==> src/rtl/fourbit_recover.sv <==
// fourbit_recover: recovers the unknown addend B of an earlier addition
// {Cout,S} = A + B + Cin, computing B = {Cout,S} - A - Cin one slice per
// cycle with a ripple borrow. err flags a result that does not fit 64 bits.
//
// Build option: define FOURBIT_RECOVER_SLICE8_EN for 8-bit slices
// (8-cycle CALC, 3-bit counter); default is 4-bit slices (16-cycle CALC).
//
// Ports:
//   clk        clock, all state on rising edge
//   rst        asynchronous active-high reset
//   in_valid   request valid          in_ready   request accepted when high
//   Cin, Cout  carry-in / carry-out of the original addition
//   S, A       sum and known addend of the original addition (64 bits)
//   out_valid  result valid           out_ready  consumer accepts result
//   B          recovered addend (low 64 bits of the 65-bit difference)
//   err        recovered value does not fit in 64 bits
module fourbit_recover (
  input  logic        clk,
  input  logic        rst,
  input  logic        in_valid,
  output logic        in_ready,
  input  logic        Cin,
  input  logic        Cout,
  input  logic [63:0] S,
  input  logic [63:0] A,
  output logic        out_valid,
  input  logic        out_ready,
  output logic [63:0] B,
  output logic        err
);

`ifdef FOURBIT_RECOVER_SLICE8_EN
  localparam int unsigned SLICE_W = 8;
  localparam int unsigned CNT_W   = 3;
`else
  localparam int unsigned SLICE_W = 4;
  localparam int unsigned CNT_W   = 4;
`endif
  localparam int unsigned DATA_W     = 64;
  localparam int unsigned DIFF_W     = SLICE_W + 1;
  localparam int unsigned NUM_SLICES = DATA_W / SLICE_W;

  typedef enum logic [1:0] {
    IDLE = 2'd0,
    CALC = 2'd1,
    DONE = 2'd2
  } state_t;

  state_t              state_q,     state_d;
  logic [CNT_W-1:0]    cnt_q,       cnt_d;
  logic                borrow_q,    borrow_d;
  logic                cout_q,      cout_d;
  logic [DATA_W-1:0]   s_q,         s_d;
  logic [DATA_W-1:0]   a_q,         a_d;
  logic [DATA_W-1:0]   b_q,         b_d;
  logic                err_q,       err_d;
  logic                in_ready_q,  in_ready_d;
  logic                out_valid_q, out_valid_d;

  logic [DIFF_W-1:0]   diff;
  logic                last_slice;

  // Operands shift right each CALC cycle, so slice k always sits in the low
  // bits; results enter B from the top and reach B[k] after the final shift.
  assign diff = {1'b0, s_q[SLICE_W-1:0]} - {1'b0, a_q[SLICE_W-1:0]}
              - DIFF_W'(borrow_q);
  assign last_slice = (cnt_q == CNT_W'(NUM_SLICES - 1));

  // State and datapath registers
  always_ff @(posedge clk or posedge rst) begin
    if (rst) begin
      state_q     <= IDLE;
      cnt_q       <= '0;
      borrow_q    <= 1'b0;
      cout_q      <= 1'b0;
      s_q         <= '0;
      a_q         <= '0;
      b_q         <= '0;
      err_q       <= 1'b0;
      in_ready_q  <= 1'b1;
      out_valid_q <= 1'b0;
    end else begin
      state_q     <= state_d;
      cnt_q       <= cnt_d;
      borrow_q    <= borrow_d;
      cout_q      <= cout_d;
      s_q         <= s_d;
      a_q         <= a_d;
      b_q         <= b_d;
      err_q       <= err_d;
      in_ready_q  <= in_ready_d;
      out_valid_q <= out_valid_d;
    end
  end

  // Next-state, datapath and registered-output logic
  always_comb begin
    state_d     = state_q;
    cnt_d       = cnt_q;
    borrow_d    = borrow_q;
    cout_d      = cout_q;
    s_d         = s_q;
    a_d         = a_q;
    b_d         = b_q;
    err_d       = err_q;
    in_ready_d  = in_ready_q;
    out_valid_d = out_valid_q;

    unique case (state_q)
      IDLE: begin
        if (in_valid && in_ready_q) begin
          state_d    = CALC;
          cnt_d      = '0;
          borrow_d   = Cin;
          cout_d     = Cout;
          s_d        = S;
          a_d        = A;
          in_ready_d = 1'b0;
        end
      end

      CALC: begin
        s_d      = s_q >> SLICE_W;
        a_d      = a_q >> SLICE_W;
        b_d      = {diff[SLICE_W-1:0], b_q[DATA_W-1:SLICE_W]};
        borrow_d = diff[SLICE_W];
        cnt_d    = cnt_q + CNT_W'(1);
        if (last_slice) begin
          // Fits in 64 bits only when the final borrow cancels Cout exactly.
          state_d     = DONE;
          err_d       = cout_q ^ diff[SLICE_W];
          out_valid_d = 1'b1;
        end
      end

      DONE: begin
        if (out_ready) begin
          state_d     = IDLE;
          out_valid_d = 1'b0;
          in_ready_d  = 1'b1;
        end
      end

      default: begin
        state_d     = IDLE;
        in_ready_d  = 1'b1;
        out_valid_d = 1'b0;
      end
    endcase
  end

  assign in_ready  = in_ready_q;
  assign out_valid = out_valid_q;
  assign B         = b_q;
  assign err       = err_q;

endmodule

==> config.mk <==
export PLATFORM = sky130hd
export DESIGN_NAME = fourbit_recover
export DESIGN_NICKNAME = d
export VERILOG_FILES = /design/src/rtl/fourbit_recover.sv
export SDC_FILE = /design/constraint.sdc
export NUM_CORES = 1
export LEC_CHECK = 0
export CORE_ASPECT_RATIO = 0.8
export CORE_MARGIN = 8
export CORE_UTILIZATION = 47
export CTS_BUF_LIST = sky130_fd_sc_hd__clkbuf_2
export DETAILED_ROUTE_END_ITERATION = 6
export HOLD_SLACK_MARGIN = 0.05
export PLACE_DENSITY = 0.79
export SLEW_MARGIN = 20
export SYNTH_ARGS = -nofsm -noshare
export SYNTH_HDL_FRONTEND = slang
export SYNTH_SLANG_ARGS = --single-unit
export TNS_END_PERCENT = 30
==> constraint.sdc <==
create_clock -name clk -period 7.3 [get_ports clk]
set_input_delay 2.19 -clock clk [delete_from_list [all_inputs] [get_ports clk]]
set_output_delay 2.19 -clock clk [all_outputs]
set_load 0.02 [all_outputs]
==> metrics.txt, run 1 <==
CP top delay family buffers and inverters; CP Capture Type output port; WL final 21500 µm; crit-path max cell delay around 0.64 ns; Synth Register Bits between 200 and 250; Final Skew roughly 0.034 ns; Layout area overhead 28.6%; Cell variety after synth 32; Arr. time, crit path between 1.5 and 2 ns; Initial DRC Count approximately 540; Post-DP Area about 11000 µm²; Core Region approximately 18000 µm²; vias approximately 6900; vias in the first global route around 7000; initial antenna violation count 3; routability cong. 0.750; Max Fanout on Critical Path 6; Ports about 200; Hold WC Path Type reg -> reg; pwr dens slightly below 400 nW/µm²; Port Buffer Count 200; final hold vios 0; detailed-route vias per instance 5.15; DRC violations left 0; Setup violations, final 0; Hold Crit Depth 2; worst-path cell chain clkdlybuf4s50_1; mean post-synth cell area 9.91 µm²; die extent in x ~170 µm; peak supply drop roughly 180 µV; mapped cell area 8670 µm²; final max-slew violation count 0; CTS Sinks between 200 and 250; cts repair resizes 0; most frequent cell after synthesis nor2_1; Worst path depth 1; first-pass GRT wire length between 30000 and 40000 µm; reg2reg path depth 5; Max-cap violations 0; clk_lat worst skew around 0.76 ns; WP data required 5.11 ns; H-tree levels 2; share of cells above drive strength 1 0.140; # hold bufs at CTS 0; CTS tree yes; most frequent cells after synthesis nor2_1, dfrtp_1, nand2_1; P_leak just under 5 nW; Worst-path clk slew 0.10 ns; largest net degree at the start of global routing between 200 and 250; Final #Nets 1219; ANT nets after route 0; Initial Utilization 0.479; Root Driver clkbuf_2; period utilisation layout 0.566; Max Fclk roughly 240 MHz; Least-Margin Pin Slew 1.12 ns; Detail Placement HPWL 14200 µm; Row Count 44; Slew HR 0.255; Synth Instances slightly below 900; part of the Yosys area used for sequential elements 0.586; Synthesis Warnings 0; area leader, netlist dfrtp_1; Final TNS setup 0 ns; status finished, final reports clean; synth top area cells dfrtp_1, nor2_1, o22ai_2; placed instance count 1256; CP max-delay cell clkdlybuf4s50_1; EDFF count, synth 0; total grt overflow 0; predominant post-synthesis flop cell dfrtp_1; Design Area, Final about 11000 µm²; Post-Layout Cell Count between 1000 and 1500; first-pass iteration count of the detailed router 4; crit path time final approximately 4.1 ns; Power Total about 4.3 mW; TritonCTS Buffers 49; number of setup buffers added after CTS 0; Worst Setup Start Kind flop; gr usage total 0.183; Syn Nets slightly above 1000; asr flop ratio synth 1.00; critical setup path kind reg -> out; Die Height around 140 µm; Yosys top cell area share 0.583; WP buf/inv 1; clock buffer depth 3; average wire per standard cell ~16 µm; RSZ-0062 raised after global routing no; die area around 23000 µm²
sequential cells by signal, indices dropped and copies added, names as in the netlist:
signal     count
B             64
a_q           64
s_q           64
cnt_q          4
state_q        2
borrow_q       1
cout_q         1
err            1
in_ready       1
out_valid      1
layer usage:
metal	GRT usage	vias to the layer above	routed length (µm)	share of wire
met5	0	-	27	0.0013
li1	-	3318	-	-
met1	0.242	3306	9680	0.45
met4	0.0614	4	316	0.015
met3	0.0596	29	1650	0.077
met2	0.282	227	9810	0.46
layout make-up:
class | count | area, µm²
Timing Repair Buffer | 210 | 2110
Clock inverter | 12 | 45.0
Tap cell | 230 | 288
Multi-Input combinational cell | 604 | 3250
Clock buffer | 67 | 335
Sequential cell | 203 | 5080
Antenna cell | 1 | 2.50
Inverter | 10 | 41.3
Fill cell | 1543 | 6960
cell families (layout without fill, tap and decap cells):
logic type               after synthesis  in the layout  synth area share
AND/OR/NAND/NOR                      441            441             0.195
flip-flops                           203            203             0.586
AO/OA/AOI/OAI                        149            149             0.157
buffers and inverters                 68            299            0.0427
adder cells (fa/ha/maj)                7              7            0.0118
XOR/XNOR                               6              6           0.00606
multiplexers                           1              1           0.00130
other                                  0              1                 0
cell usage in the layout, fill, tap and decap left out, types with 2 or more instances in the layout:
cell type | netlist | layout
clkinv_1 | 0 | 11
inv_1 | 10 | 9
ha_1 | 5 | 5
o21ai_0 | 7 | 7
fa_1 | 2 | 2
clkbuf_2 | 0 | 67
nor3_1 | 2 | 2
nor2_1 | 235 | 235
dfrtp_1 | 202 | 202
nand2_1 | 193 | 193
a22o_1 | 9 | 9
xnor2_1 | 5 | 5
o22ai_2 | 68 | 68
a21oi_1 | 11 | 11
clkdlybuf4s50_1 | 0 | 200
buf_4 | 0 | 8
o22ai_1 | 53 | 53
worst paths after layout:
check	slack, ns	endpoint	from
setup / recovery	3.16	in_ready	in_ready
hold reg to reg	0.48	B[3]	B[3]
min in group asynchronous	1.68	s_q[45]	rst
setup reg to reg	4.90	borrow_q	in_ready
hold / removal	0.48	B[3]	B[3]
max in group asynchronous	4.42	a_q[50]	rst
metrics by stage:
| step | hold slack, ns | util | setup slack (ns) |
|---|---|---|---|
| floorplan | 0.464 | - | 2.48 |
| global placement | 0.457 | 0.593 | 2.83 |
| detailed placement | 0.465 | 0.593 | 2.78 |
| CTS | 0.490 | 0.614 | 3.05 |
| global route | 0.517 | 0.616 | 3.03 |
| finish | 0.483 | 0.616 | 3.16 |
report_power, final:
group	internal, mW	switching, mW
clock	0.243	0.429
combinational	0.750	1.01
sequential	1.59	0.313
total	2.58	1.75
Power figures use the tool's default switching activity.
==> run 2: changes to the inputs <==
- clock period: 7.3 -> 3.7 ns (I/O delays scaled with it)
==> run 2 against run 1 <==
- utilization grew 0.75 points
- global-route usage increased by 0.16 points
- flip-flop and latch count stayed put
- combinational power rose by 100%
- critical endpoint unchanged
==> metrics.txt, run 2 (synthesis gave the netlist of run 1 again) <==
status finished, final reports clean; Initial Utilization 0.479; first-pass GRT wire length about 35000 µm; share of cells above drive strength 1 0.148; routability cong. between 0.7 and 0.8; R2R Setup Slk 1.69 ns; DRC violations left 0; largest net degree at the start of global routing approximately 120; Core Region ~18000 µm²; Worst Setup Start Kind flop; Worst-path clk slew about 0.10 ns; Filler cells 1501; total grt overflow 0; period utilisation layout 0.825; first-pass iteration count of the detailed router 4; WL final about 22000 µm; CP top delay family buffers and inverters; WP buf/inv 1; Max-cap violations 0; cts repair resizes 0; Setup violations, final 0; critical setup path kind reg -> out; Least-Margin Pin Slew ~0.65 ns; CTS tree yes; Initial DRC Count between 400 and 500; Final Skew approximately 0.068 ns; ANT nets after route 0; final max-slew violation count 0; Power Total about 8.8 mW; TritonCTS Buffers 49; final hold vios 0; clk_lat worst skew around 0.8 ns; peak supply drop ~350 µV; FF-to-FF Start s_q[0]; Port Buffer Count 200; CP Capture Type output port; initial antenna violation count 3; number of setup buffers added after CTS 0; pwr dens a little under 800 nW/µm²; H-tree levels 2; Hold Crit Depth 2; P_leak roughly 4.9 nW; cell-internal power 5.31 mW; clock buffer depth 3; gr usage total 0.185; Final TNS setup 0 ns; detailed-route vias per instance a little over 5; Hold WC Path Type reg -> reg; WP data required 2.59 ns; worst-path cell chain clkdlybuf4s50_1; CP max-delay cell clkdlybuf4s50_1; # hold bufs at CTS 0; combinational share of power 0.401; worst reg2reg path endpoint err; crit-path max cell delay 0.62 ns; vias in the first global route 6871; die extent in x about 170 µm; Max Fclk 327 MHz; Max Fanout on Critical Path 6; RSZ-0062 raised after global routing no; most common cell after layout, fill and taps aside nor2_1; Layout area overhead 30.2%; Die Height ~140 µm; reg2reg path depth 7; die area between 20000 and 25000 µm²; Root Driver clkbuf_2; crit path time final ~3.1 ns; Final #Nets about 1200; Reg power frac 0.428; WHS 0.482 ns; min-delay src B[0]; vias just under 7000; Sw Pwr roughly 3.5 mW; average wire per standard cell 16.1 µm; Row Count 44; Sw Share 0.396; Arr. time, crit path roughly 1.9 ns; Ports around 200; Util after Layout 0.623; CTS Sinks 203; Slew HR 0.568; clock share of power 0.171; commonest cells after routing, fill and taps aside nor2_1, dfrtp_1, clkdlybuf4s50_1; hold endpoint B[0]; Detail Placement HPWL ~15000 µm
## run 2: cell types whose count changed in the layout (fill, tap and decap cells not counted), sizes merged
cell and delta:
bufinv +2, buf +2, clkinv -4, clkbuf +4
## run 2: final cells by class
type,instances,area (µm²),area share
flip-flops and latches,203,5080,0.450
inverters,10,41.3,0.00366
clock buffers,71,355,0.0315
multi-input cells,604,3250,0.288
clock inverters,10,91.3,0.00809
repair buffers,212,2180,0.193
diodes,1,2.50,0.000222
well taps,230,288,0.0255
## run 2: metrics by stage
step / area [µm²] / setup WS (ns) / std cells
final: 11300 / 0.646 / 1341
after global routing: 11300 / 0.529 / 1341
after CTS: 11300 / 0.571 / 1340
after detailed placement: 10800 / 0.750 / 1259
after global placement: 10800 / 0.769 / 1259
after floorplan: 8670 / -0.0395 / 875
## run 2: routing by layer
metal | GRT usage | part of all wire | vias to the layer above
li1 | - | - | 3327
met1 | 0.242 | 0.45 | 3292
met2 | 0.288 | 0.46 | 216
met3 | 0.0596 | 0.077 | 29
met4 | 0.0604 | 0.011 | 4
met5 | 0 | 0.0012 | -
## run 2: power by group through the flow
| stage | registers (mW) | clock network (mW) | logic (mW) |
|---|---|---|---|
| 6_report | 3.76 | 1.50 | 3.53 |
| 5_1_grt | 3.88 | 1.68 | 3.90 |
| 4_1_cts | 3.76 | 1.56 | 3.56 |
| 3_5_place_dp | 3.80 | 0 | 3.55 |
| 3_3_place_gp | 3.77 | 0 | 3.45 |
| 2_1_floorplan | 3.99 | 0 | 2.00 |
## run 2: how the worst max path moves through the flow
stage              from  endpoint  cells past startpoint
5_1_grt        in_ready  in_ready                      1
4_1_cts        in_ready  in_ready                      1
2_1_floorplan       rst      B[0]                      1
3_5_place_dp   in_valid    a_q[1]                      6
6_report       in_ready  in_ready                      1
3_3_place_gp   in_valid    a_q[1]                      6
==> run 3: changes to the inputs <==
- CORE_UTILIZATION: 47 -> 52
- PLACE_DENSITY: 0.79 -> 0.83
- clock period: 3.7 -> 2.9 ns (I/O delays scaled with it)
==> run 3 against run 2 <==
- first-iteration DRC count down 6.3%
- worst setup slack worse by 0.42 ns
- critical path depth unchanged
- die area down 8.6%
- clock-buffer cell count up 9
- sequential power up 28%
- flip-flop and latch count unchanged
- via count up 0.96%
- routed wire length down 0.16%
- worst hold slack worse by 0.0061 ns
- clock skew down 0.019 ns
- final cell count down 0.37%
- largest power group unchanged
==> metrics.txt, run 3 (synthesis gave the netlist of run 1 again) <==
Least-Margin Pin Slew approximately 0.66 ns; Max Fclk around 370 MHz; worst reg2reg path endpoint a_q[10]; DRT met1 WL 9640 µm; Initial DRC Count roughly 410; total grt overflow 0; critical setup path kind reg -> out; first-pass GRT wire length approximately 36000 µm; worst-path cell chain clkdlybuf4s50_1; Filler cells approximately 1300; CP top delay family buffers and inverters; RSZ-0062 raised after global routing no; largest net degree at the start of global routing 106; clock share of power 0.160; critical path startpoint B[14]; Arr. time, crit path approximately 1.8 ns; clk_lat worst skew approximately 0.76 ns; most common cell after layout, fill and taps aside nor2_1; H-tree levels 2; Multi-input gate area about 3200 µm²; Core Region between 15000 and 20000 µm²; vias in the first global route around 7200; cell-internal power between 6 and 7 mW; Hold WC Path Type reg -> reg; Max Fanout on Critical Path 3; die extent in x 160 µm; crit-path max cell delay about 0.62 ns; Hold Crit Depth 2; Worst Setup Start Kind flop; Final Skew 0.0482 ns; Final #Nets around 1200; Worst-path clk slew 0.11 ns; crit path time final approximately 2.7 ns; status finished, final reports clean; Detail Placement HPWL ~15000 µm; detailed-route vias per instance 5.19; CTS tree yes; Port Buffer Count 200; R2R Setup Slk ~0.90 ns; clock buffer depth 3; met3 wire length 1620 µm; max layer used met5; final hold vios 0; final max-slew violation count 0; reg2reg path depth 4; Root Driver clkbuf_2; first-pass iteration count of the detailed router 5; # hold bufs at CTS 0; peak supply drop ~400 µV; Row Count 42; share of cells above drive strength 1 0.155; WL final ~22000 µm; ANT nets after route 0; vias 6934; number of setup buffers added after CTS 0; WP buf/inv 1; CP Capture Type output port; Util after Layout 0.685; P_leak 4.91 nW; FF-to-FF Start state_q[1]; Setup violations, final 0; Layout area overhead 30.0%; Slew HR 0.563; WHS roughly 0.48 ns; CP max-delay cell clkdlybuf4s50_1; Initial Utilization 0.527; wire length on met2 just under 10000 µm; Reg power frac 0.431; WP data required 2.03 ns; FF+latch area about 5100 µm²; commonest cells after routing, fill and taps aside nor2_1, dfrtp_1, clkdlybuf4s50_1; gr usage total 0.203; Die Height between 100 and 150 µm; PnR worst setup slack between 0.2 and 0.25 ns; pwr dens 991 nW/µm²; min-delay src B[61]; CTS Sinks ~200; Sw Share 0.400; combinational share of power 0.409; DRC violations left 0; die area 21100 µm²; hold endpoint B[57]; average wire per standard cell around 16 µm; Ports 201; period utilisation layout 0.923; Sw Pwr ~4.5 mW; Max-cap violations 0; pre-CTS setup slack 0.281 ns; routability cong. between 0.8 and 0.9; initial antenna violation count 2; TritonCTS Buffers around 50
[run 3: cell count changes in the layout (fill, tap and decap cells not counted), sizes merged]
cell,before,now
bufinv,2,0
dlygate4sd2,0,1
inv,10,9
clkbuf,71,80
clkinv,7,3
buf,12,15
clkdlybuf4s50,200,199
[run 3: worst max path at each step]
stage / slack, ns / cells past startpoint / to
after floorplan: -0.60 / 1 / B[0]
after global placement: 0.34 / 6 / borrow_q
after detailed placement: 0.28 / 6 / borrow_q
after CTS: 0.13 / 1 / B[63]
after global routing: 0.07 / 1 / B[57]
final: 0.22 / 1 / B[14]
[run 3: layout make-up]
| class | instances | area share |
|---|---|---|
| timing repair buffer | 215 | 0.196 |
| inverter | 10 | 0.00366 |
| multi-input combinational | 604 | 0.288 |
| sequential | 203 | 0.451 |
| clock buffer | 80 | 0.0355 |
| antenna | 1 | 0.000222 |
| clock inverter | 3 | 0.00111 |
| tap | 220 | 0.0244 |
[run 3: power groups by stage]
stage	combinational, mW	sequential (mW)	clock [mW]
2_1_floorplan	2.56	5.09	0
3_3_place_gp	4.47	4.82	0
4_1_cts	4.62	4.81	1.86
3_5_place_dp	4.62	4.87	0
5_1_grt	5.05	4.96	2.03
6_report	4.57	4.82	1.78
[run 3: repair_timing]
action | CTS | global route
endpoints found under the setup margin | 1 | 0
gates resized for setup | 1 | 0
hold endpoints to repair | 0 | 0
[run 3: through the flow]
stage	TNS, ns	power [mW]	instance area, µm²	cells
after floorplan	-121.10	7.65	8670	875
after global placement	0	9.29	10900	1252
after detailed placement	0	9.49	10900	1252
after CTS	0	11.3	11300	1335
after global routing	0	12.0	11300	1336
final	0	11.2	11300	1336
[run 3: per-layer routing]
metal	vias to the layer above	global-route usage
met3	40	0.0640
met5	-	0
met2	229	0.313
met1	3325	0.265
met4	2	0.0751
li1	3338	-
